==> src/rtl/glyph_lane_renderer.sv <==
// Sequential glyph-lane framebuffer composer: renders one row per clock into a
// work buffer from latched lane state, then commits the whole frame at once.

module glyph_lane_row #(
  parameter int FB_W      = 40,
  parameter int FB_H      = 30,
  parameter int GLYPH_W   = 6,
  parameter int GLYPH_H   = 5,
  parameter int XS        = 6,
  parameter int CLIP_MODE = 0,
  parameter int YW        = 5
) (
  input  logic                       en,
  input  logic [YW-1:0]              row,
  input  logic [YW-1:0]              ypos,
  input  logic [GLYPH_W*GLYPH_H-1:0] glyph,
  output logic [FB_W-1:0]            row_bits
);
  logic [YW:0]         g;
  logic                drawn, hit;
  logic [GLYPH_W-1:0]  gl_row;

  // One extra bit so rows above the glyph show up as negative, not wrapped.
  assign g     = {1'b0, row} - {1'b0, ypos};
  assign drawn = (CLIP_MODE != 0) || ({1'b0, ypos} <= (YW+1)'(FB_H - GLYPH_H));
  assign hit   = en && drawn && !g[YW] && (g < (YW+1)'(GLYPH_H));

  always_comb begin
    gl_row = '0;
    for (int i = 0; i < GLYPH_H; i++)
      if (g == (YW+1)'(i)) gl_row = glyph[(GLYPH_H-1-i)*GLYPH_W +: GLYPH_W];
  end

  always_comb begin
    row_bits = '0;
    if (hit) row_bits[FB_W-1-XS -: GLYPH_W] = gl_row;
  end
endmodule

module glyph_lane_renderer #(
  parameter int FB_W       = 40,
  parameter int FB_H       = 30,
  parameter int CHANNELS   = 3,
  parameter int GLYPH_W    = 6,
  parameter int GLYPH_H    = 5,
  parameter int X0         = 6,
  parameter int LANE_PITCH = 10,
  parameter int CLIP_MODE  = 0,
  parameter int YW         = $clog2(FB_H)
) (
  input  logic                                clock,
  input  logic                                reset_n,
  input  logic                                start,
  input  logic [CHANNELS-1:0]                 enable,
  input  logic [CHANNELS*GLYPH_W*GLYPH_H-1:0] glyphs,
  input  logic [CHANNELS*YW-1:0]              ypos,
  output logic                                busy,
  output logic                                done,
  output logic [FB_W*FB_H-1:0]                framebuffer
);
  localparam int GB = GLYPH_W * GLYPH_H;

  if (X0 + (CHANNELS-1)*LANE_PITCH + GLYPH_W > FB_W) begin : g_bad_geom
    $error("glyph_lane_renderer: lanes do not fit in FB_W");
  end

  typedef struct packed {
    logic [CHANNELS-1:0]         en;
    logic [CHANNELS-1:0][GB-1:0] glyph;
    logic [CHANNELS-1:0][YW-1:0] ypos;
  } req_t;

  typedef enum logic [1:0] {IDLE, RENDER, COMMIT} state_t;

  state_t                        state, state_nxt;
  req_t                          shadow;
  logic [YW-1:0]                 row_cnt;
  logic [FB_W*FB_H-1:0]          work;
  logic [CHANNELS-1:0][FB_W-1:0] lane_rows;
  logic [FB_W-1:0]               row_or;
  logic                          load, last;

  assign last = (row_cnt == YW'(FB_H - 1));

  always_ff @(posedge clock or negedge reset_n)
    if (!reset_n) state <= IDLE;
    else          state <= state_nxt;

  always_comb begin
    state_nxt = state;
    case (state)
      IDLE:    if (start) state_nxt = RENDER;
      RENDER:  if (last)  state_nxt = COMMIT;
      COMMIT:             state_nxt = IDLE;
      default:            state_nxt = IDLE;
    endcase
  end

  always_comb begin
    busy = (state != IDLE);
    load = (state == IDLE) && start;
  end

  for (genvar c = 0; c < CHANNELS; c++) begin : g_lane
    glyph_lane_row #(
      .FB_W(FB_W), .FB_H(FB_H), .GLYPH_W(GLYPH_W), .GLYPH_H(GLYPH_H),
      .XS(X0 + c*LANE_PITCH), .CLIP_MODE(CLIP_MODE), .YW(YW)
    ) u_lane (
      .en(shadow.en[c]), .row(row_cnt), .ypos(shadow.ypos[c]),
      .glyph(shadow.glyph[c]), .row_bits(lane_rows[c])
    );
  end

  always_comb begin
    row_or = '0;
    for (int c = 0; c < CHANNELS; c++) row_or |= lane_rows[c];
  end

  // Every work row is rewritten each frame, so no clear pass is needed.
  always_ff @(posedge clock or negedge reset_n) begin
    if (!reset_n) begin
      shadow      <= '0;
      row_cnt     <= '0;
      work        <= '0;
      done        <= 1'b0;
      framebuffer <= '0;
    end else begin
      done <= (state == COMMIT);
      if (load) begin
        shadow  <= {enable, glyphs, ypos};
        row_cnt <= '0;
      end
      if (state == RENDER) begin
        work[row_cnt*FB_W +: FB_W] <= row_or;
        if (!last) row_cnt <= row_cnt + 1'b1;
      end
      if (state == COMMIT) framebuffer <= work;
    end
  end
endmodule

==> config.mk <==
export PLATFORM = sky130hd
export DESIGN_NAME = glyph_lane_renderer
export DESIGN_NICKNAME = d
export VERILOG_FILES = /design/src/rtl/glyph_lane_renderer.sv
export SDC_FILE = /design/constraint.sdc
export NUM_CORES = 2
export LEC_CHECK = 0
export BUFFER_PORTS_ARGS = -buffer_cell sky130_fd_sc_hd__buf_2
export CAP_MARGIN = 40
export CORE_AREA = 5 5 513 515
export CTS_CLUSTER_SIZE = 40
export DETAILED_ROUTE_END_ITERATION = 16
export DIE_AREA = 0 0 518 520
export PLACE_DENSITY = 0.59
export SYNTH_ARGS = -nofsm -noshare
export SYNTH_HDL_FRONTEND = slang
export SYNTH_SLANG_ARGS = --single-unit
==> constraint.sdc <==
create_clock -name clock -period 4.5 [get_ports clock]
set_input_delay 0.9 -clock clock [delete_from_list [all_inputs] [get_ports clock]]
set_output_delay 0.9 -clock clock [all_outputs]
set_load 0.01 [all_outputs]
# [Yosys cells after proc, flatten, opt, wreduce, memory -nomap -nowiden]
# Index checks and enable logic that the tools add are counted.
[totals] wordCells=89 output_inout_bits=1202 in_bits=111 regBits=2516
[classes] muxes=25 n_reduce_logical=19 order_cmp=6 n_shift=2 bitwise=2 eq_ne=17 multipliers=1 add_sub_neg=5
[op_table] op="$bwmux W1200" count=1
[op_table] op="$shift A40 B34 Y1200 const A" count=1
[op_table] op="$shiftx A40 B34 Y1200" count=1
[op_table] op="$mux W6" count=18
[op_table] op="$eq A6 B2 Y1 const B" count=6
[op_table] op="$neg A11 Y34" count=1
[op_table] op="$or A34 B14 Y34" count=1
[op_table] op="$or A34 B24 Y34" count=1
[op_table] op="$eq A6 B1 Y1 const B" count=3
[op_table] op="$eq A6 B3 Y1 const B" count=3
[op_table] op="$logic_not A6 Y1" count=3
[op_table] op="$lt A6 B3 Y1 const B" count=3
[op_table] op="$sub A5 B5 Y6" count=3
[op_table] op="$le A5 B5 Y1 const B" count=3
[op_table] op="$mux W5" count=3
[op_table] op="$logic_and A1 B1 Y1" count=10
[op_table] op="$mul A5 B3 Y8 const B" count=1
[op_table] op="$add A5 B1 Y5 const B" count=1
[op_table] op="$eq A5 B5 Y1 const B" count=1
[op_table] op="$mux W2" count=2
[op_table] op="$ne A2 B2 Y1 const B" count=2
[op_table] op="$pmux W2 S2" count=1
[op_table] op="$logic_not A1 Y1" count=3
[op_table] op="$eq A2 B1 Y1 const B" count=1
[op_table] op="4 further kinds" count=4

# [Longest topological paths before layout]
[depth] ltp_word=12 depth_mapped=18 depth_no_buf=14

# [Modules after synthesis]
# From an unflattened synthesis, not the netlist that was laid out.
[unflattened] hier_cells=7386 area_unflattened_um2=101937.8
[modules_own_cells] module="glyph_lane_renderer" seq_area_each_um2=62960.4 cells_each=7077 area_each_um2=99512.9 n_inst=1
[modules_own_cells] module="glyph_lane_row" seq_area_each_um2=0.0 cells_each=103 area_each_um2=808.3 n_inst=3

# [Worst setup path after synthesis]
# No wires, ideal clock.
[synth_timing] path_kind="register to register" from="reg row_cnt[3]" to="reg work[28]" t_arrival_ns=4.133 period_less_slack_ns=4.258 path_stages_with_launch=16 required_time_ns=4.375 path_buffers=2 path_slack_ns=0.242 setup_ns=0.125 path_cell_list="dfrtp_1 ha_1 ha_1 inv_1 fa_1 buf_2 nor2b_1 nand3_1 a21oi_1 ha_1 inv_1 nor4_1 a41oi_1 or2_1 buf_2 mux2_2"
[synth_between] elab_chain_cells=12 word_cells_on_any_way=55 classes_between="4 x add/sub; 1 x mul; 3 x order compare; 12 x eq/ne; 2 x shift; 19 x mux; 2 x bitwise; 12 x reduce/logical"
[synth_lines] element="from (decl)" line_no="77" source="logic [YW-1:0] row_cnt;"
[synth_lines] element="from (signal assigned)" line_no="135" source="if (!last) row_cnt <= row_cnt + 1'b1;"
[synth_lines] element="branches (longest 11 deep; another with $neg A11 Y34)"
[synth_lines] element="$bwmux W1200 (*)" line_no="134" source="work[row_cnt*FB_W +: FB_W] <= row_or;"
[synth_lines] element="to (signal, indexed assignment)" line_no="134"
[synth_lines] element="to (decl)" line_no="78" source="logic [FB_W*FB_H-1:0] work;"
# Mark *: on every way between the ends.
# A chain may end at the register's enable or synchronous reset.

# [Worst setup path in the final report]
[layout_timing] from="reg row_cnt[1]" to="reg work[425]"
# The elaborated chain is that of the path after synthesis.

==> impl_metrics.yaml <==
global_route:
  grt_pass1_vias: 71700
  gr-total-overflow: 0
  grt_start_max_net_pins: 143
  antenna_found_initial: 27
  grt_usage_pct: 28.2
  grt_pass1_wl_um: 548000
power:
  pwr-share-seq_pct: 33.0
  p_per_area_nw_per_um2: 599
  sw_frac_of_total_pct: 39.3
  power_switching_w: 0.0285
  clockPowerShare_pct: 32.1
  power_leakage_nw: 61.4
  peakVddDrop_mv: 0.920
  p_int_w: 0.0440
  pwr-share-comb_pct: 34.9
run_status:
  run_status: "completed"
place:
  dp.final_hpwl_um: 291000
  place.gp.congestion: 0.919
  dp.cells: 12500
  numPortBuffers: 1312
cells_and_area:
  final_common_cell: "dfrtp_1"
  finish.utilization_pct: 46.9
  syn_to_final_growth_pct: 25.0
  fin_cells: 13000
  nNetsFinal: 9530
  drive_above_1_share_pct: 39.2
  fillCellCount: 23600
  mostFrequentLayoutCells: "dfrtp_1, nand2_1, mux2_2, buf_2, o21ai_0"
clock_network:
  ctsRootBufferMaster: "clkbuf_16"
  tritoncts: "yes"
  numClockSinks: 2516
  cts.clk_slew.worst_paths_ns: 0.06
  cts_max_level: 5
  clockBufferDepth: 4
  clkLatencyLatePin_ns: 0.97
  cts_buffers: 285
routing:
  drtIter0Drc: 5281
  drtPass1Iterations: 6
  antenna_left: 0
  wl_um: 387000
  drc_errors: 0
  viasPerCell: 5.33
  vias: 69200
  wl_per_cell_um: 29.8
die:
  row_count: 187
  dieArea_um2: 269000
  core_um2: 258000
  die_w_um: 518
  ioPinCount: 1313
  floorplan.initialDensity_pct: 37.5
  die_h_um: 520
worst_setup_path:
  rr_startpoint: "row_cnt[1]$_DFF_PN0_"
  critical_path_class: "flop to flop"
  crit_path_end_kind: "flop"
  setup.worst_path.start: "row_cnt[1]$_DFF_PN0_"
  cp.arrival_ns: 5.25
  crit_path_start_kind: "flop"
  worstPathMaxFanout: 21
  cp.required_ns: 5.31
timing:
  period_share_pct: 98.6
  slew_viol_final: 0
  rsz0062_at_grt: "false"
  worst_slew_pin_slew_ns: 1.11
  setup_viol_count_final: 0
  period_minus_slack_ns: 4.44
  hold_viol: 0
  slew_headroom_pct: 26.3
  skew_ns: 0.0941
  fmax_ghz: 0.225
synth:
  yosysWarnings: 0
  async_flop_share_pct: 100
  ys_ff_latch: 2516
  syn_inst: 7692
  synth_flop_cell: "dfrtp_1"
  synth_edf_count: 0
  synth_area_per_cell_um2: 12.6
  synth_cell_types: 86
  syn_nets: 7832
  synth_seq_area_share_pct: 65.0
  syn-cell-area_um2: 96800
flow_run:
  cap_viol_max_count: 0
min_path:
  hold_path.class: "primary input to flop"
  hp-start: "glyphs[55]"
registers in the layout, summed over array words and instances, names as in the netlist:
| name | count |
|---|---|
| row_cnt | 5 |
| done | 1 |
| work | 1200 |
| framebuffer | 1200 |
| state | 2 |
| shadow | 108 |
Yosys cell counts, types with 21 or more instances:
cell / count / area share, %
a21oi_1: 37 / 0.19
a22oi_1: 21 / 0.16
buf_2: 59 / 0.30
clkbuf_1: 376 / 1.5
dfrtp_1: 2516 / 65
ha_1: 25 / 0.32
inv_1: 26 / 0.10
mux2_2: 1322 / 15
nand2_1: 1541 / 6.0
nand3_1: 111 / 0.57
nand4_1: 36 / 0.23
nor2_1: 103 / 0.40
nor3_1: 39 / 0.20
o21ai_0: 934 / 4.8
o22ai_1: 25 / 0.16
o2bb2ai_1: 21 / 0.19
o31ai_1: 166 / 1.3
critical path, cell delays in order (launching register included):
cell and delay [ns]:
dfrtp_1 0.35, buf_4 0.26, inv_1 0.29, fa_1 0.53, nand2b_1 0.17, a21oi_1 0.21, xor2_2 0.16, buf_4 0.19
nor3_2 0.55, buf_4 0.29, and2_0 0.54, a22oi_2 0.18, buf_4 0.29, o21ai_0 0.27
area by class of cell:
class / count / area (µm²) / area share (%)
multi-input cells: 4704 / 32600 / 26.9
clock buffers: 403 / 8250 / 6.81
flip-flops and latches: 2516 / 63000 / 52.0
repair buffers: 1856 / 11800 / 9.78
clock inverters: 73 / 1030 / 0.851
diodes: 9 / 22.5 / 0.0186
inverters: 27 / 101 / 0.0837
well taps: 3402 / 4260 / 3.52
path summary, 6_finish.rpt:
kind	end	slack [ns]	depth (start not counted)
min reg2reg	framebuffer[705]$_DFFE_PN0P_	0.46	1
max	work[425]$_DFFE_PN0P_	0.06	13
max reg2reg	work[425]$_DFFE_PN0P_	0.06	13
max in group asynchronous	framebuffer[855]$_DFFE_PN0P_	2.42	3
min	shadow[70]$_DFFE_PN0P_	0.16	3
min in group asynchronous	framebuffer[410]$_DFFE_PN0P_	0.58	2
what timing repair did:
| action | 4_1_cts | 5_1_grt |
|---|---|---|
| buffers inserted | 0 | 1 |
| setup endpoints to repair | 33 | 25 |
| cloned | 0 | 0 |
| hold endpoints to repair | 2 | 0 |
| gates resized for setup | 1 | 4 |
| hold buffers | 1 | 0 |
| pin swaps | 0 | 1 |
routing by layer:
layer  vias to the layer above  global-route usage (%)  part of all wire, %  wire length (µm)
li1                      30200                       -                    -                 -
met1                     35900                    35.7                   40            156000
met2                      2499                    44.9                   46            179000
met3                       632                    8.39                  8.2             31900
met4                         6                    12.6                  5.2             20100
met5                         -                       0                0.011                42
per-stage QoR:
| step | setup TNS [ns] | setup slack [ns] | power, W | instance area [µm²] | hold WS (ns) |
|---|---|---|---|---|---|
| finish | 0 | 0.0622 | 0.0725 | 121000 | 0.155 |
| global route | 0 | 0.00225 | 0.0753 | 121000 | 0.130 |
| CTS | 0 | 0.111 | 0.0730 | 121000 | 0.0793 |
| detailed placement | -5.99 | -0.209 | 0.0496 | 112000 | 0.460 |
| global placement | -6.10 | -0.216 | 0.0492 | 112000 | 0.451 |
| floorplan | 0 | 0.242 | 0.0345 | 96800 | 0.433 |
cell families after synthesis:
kind of cell / count (synthesis) / synth area share (%)
compound gates: 1351 / 8.19
xor+xnor: 16 / 0.189
fa+ha+maj: 29 / 0.406
buf+inv: 472 / 1.93
flops: 2516 / 65.0
mux: 1347 / 15.8
simple gates: 1961 / 8.46
power by group through the flow:
stage          Clock [W]  Combinational, W  Sequential [W]
2_1_floorplan          0            0.0104          0.0241
3_3_place_gp           0            0.0249          0.0243
3_5_place_dp           0            0.0253          0.0243
4_1_cts           0.0237            0.0253          0.0239
5_1_grt           0.0247            0.0266          0.0240
6_report          0.0233            0.0253          0.0239
Note: power is estimated with default switching activity, not from simulation.
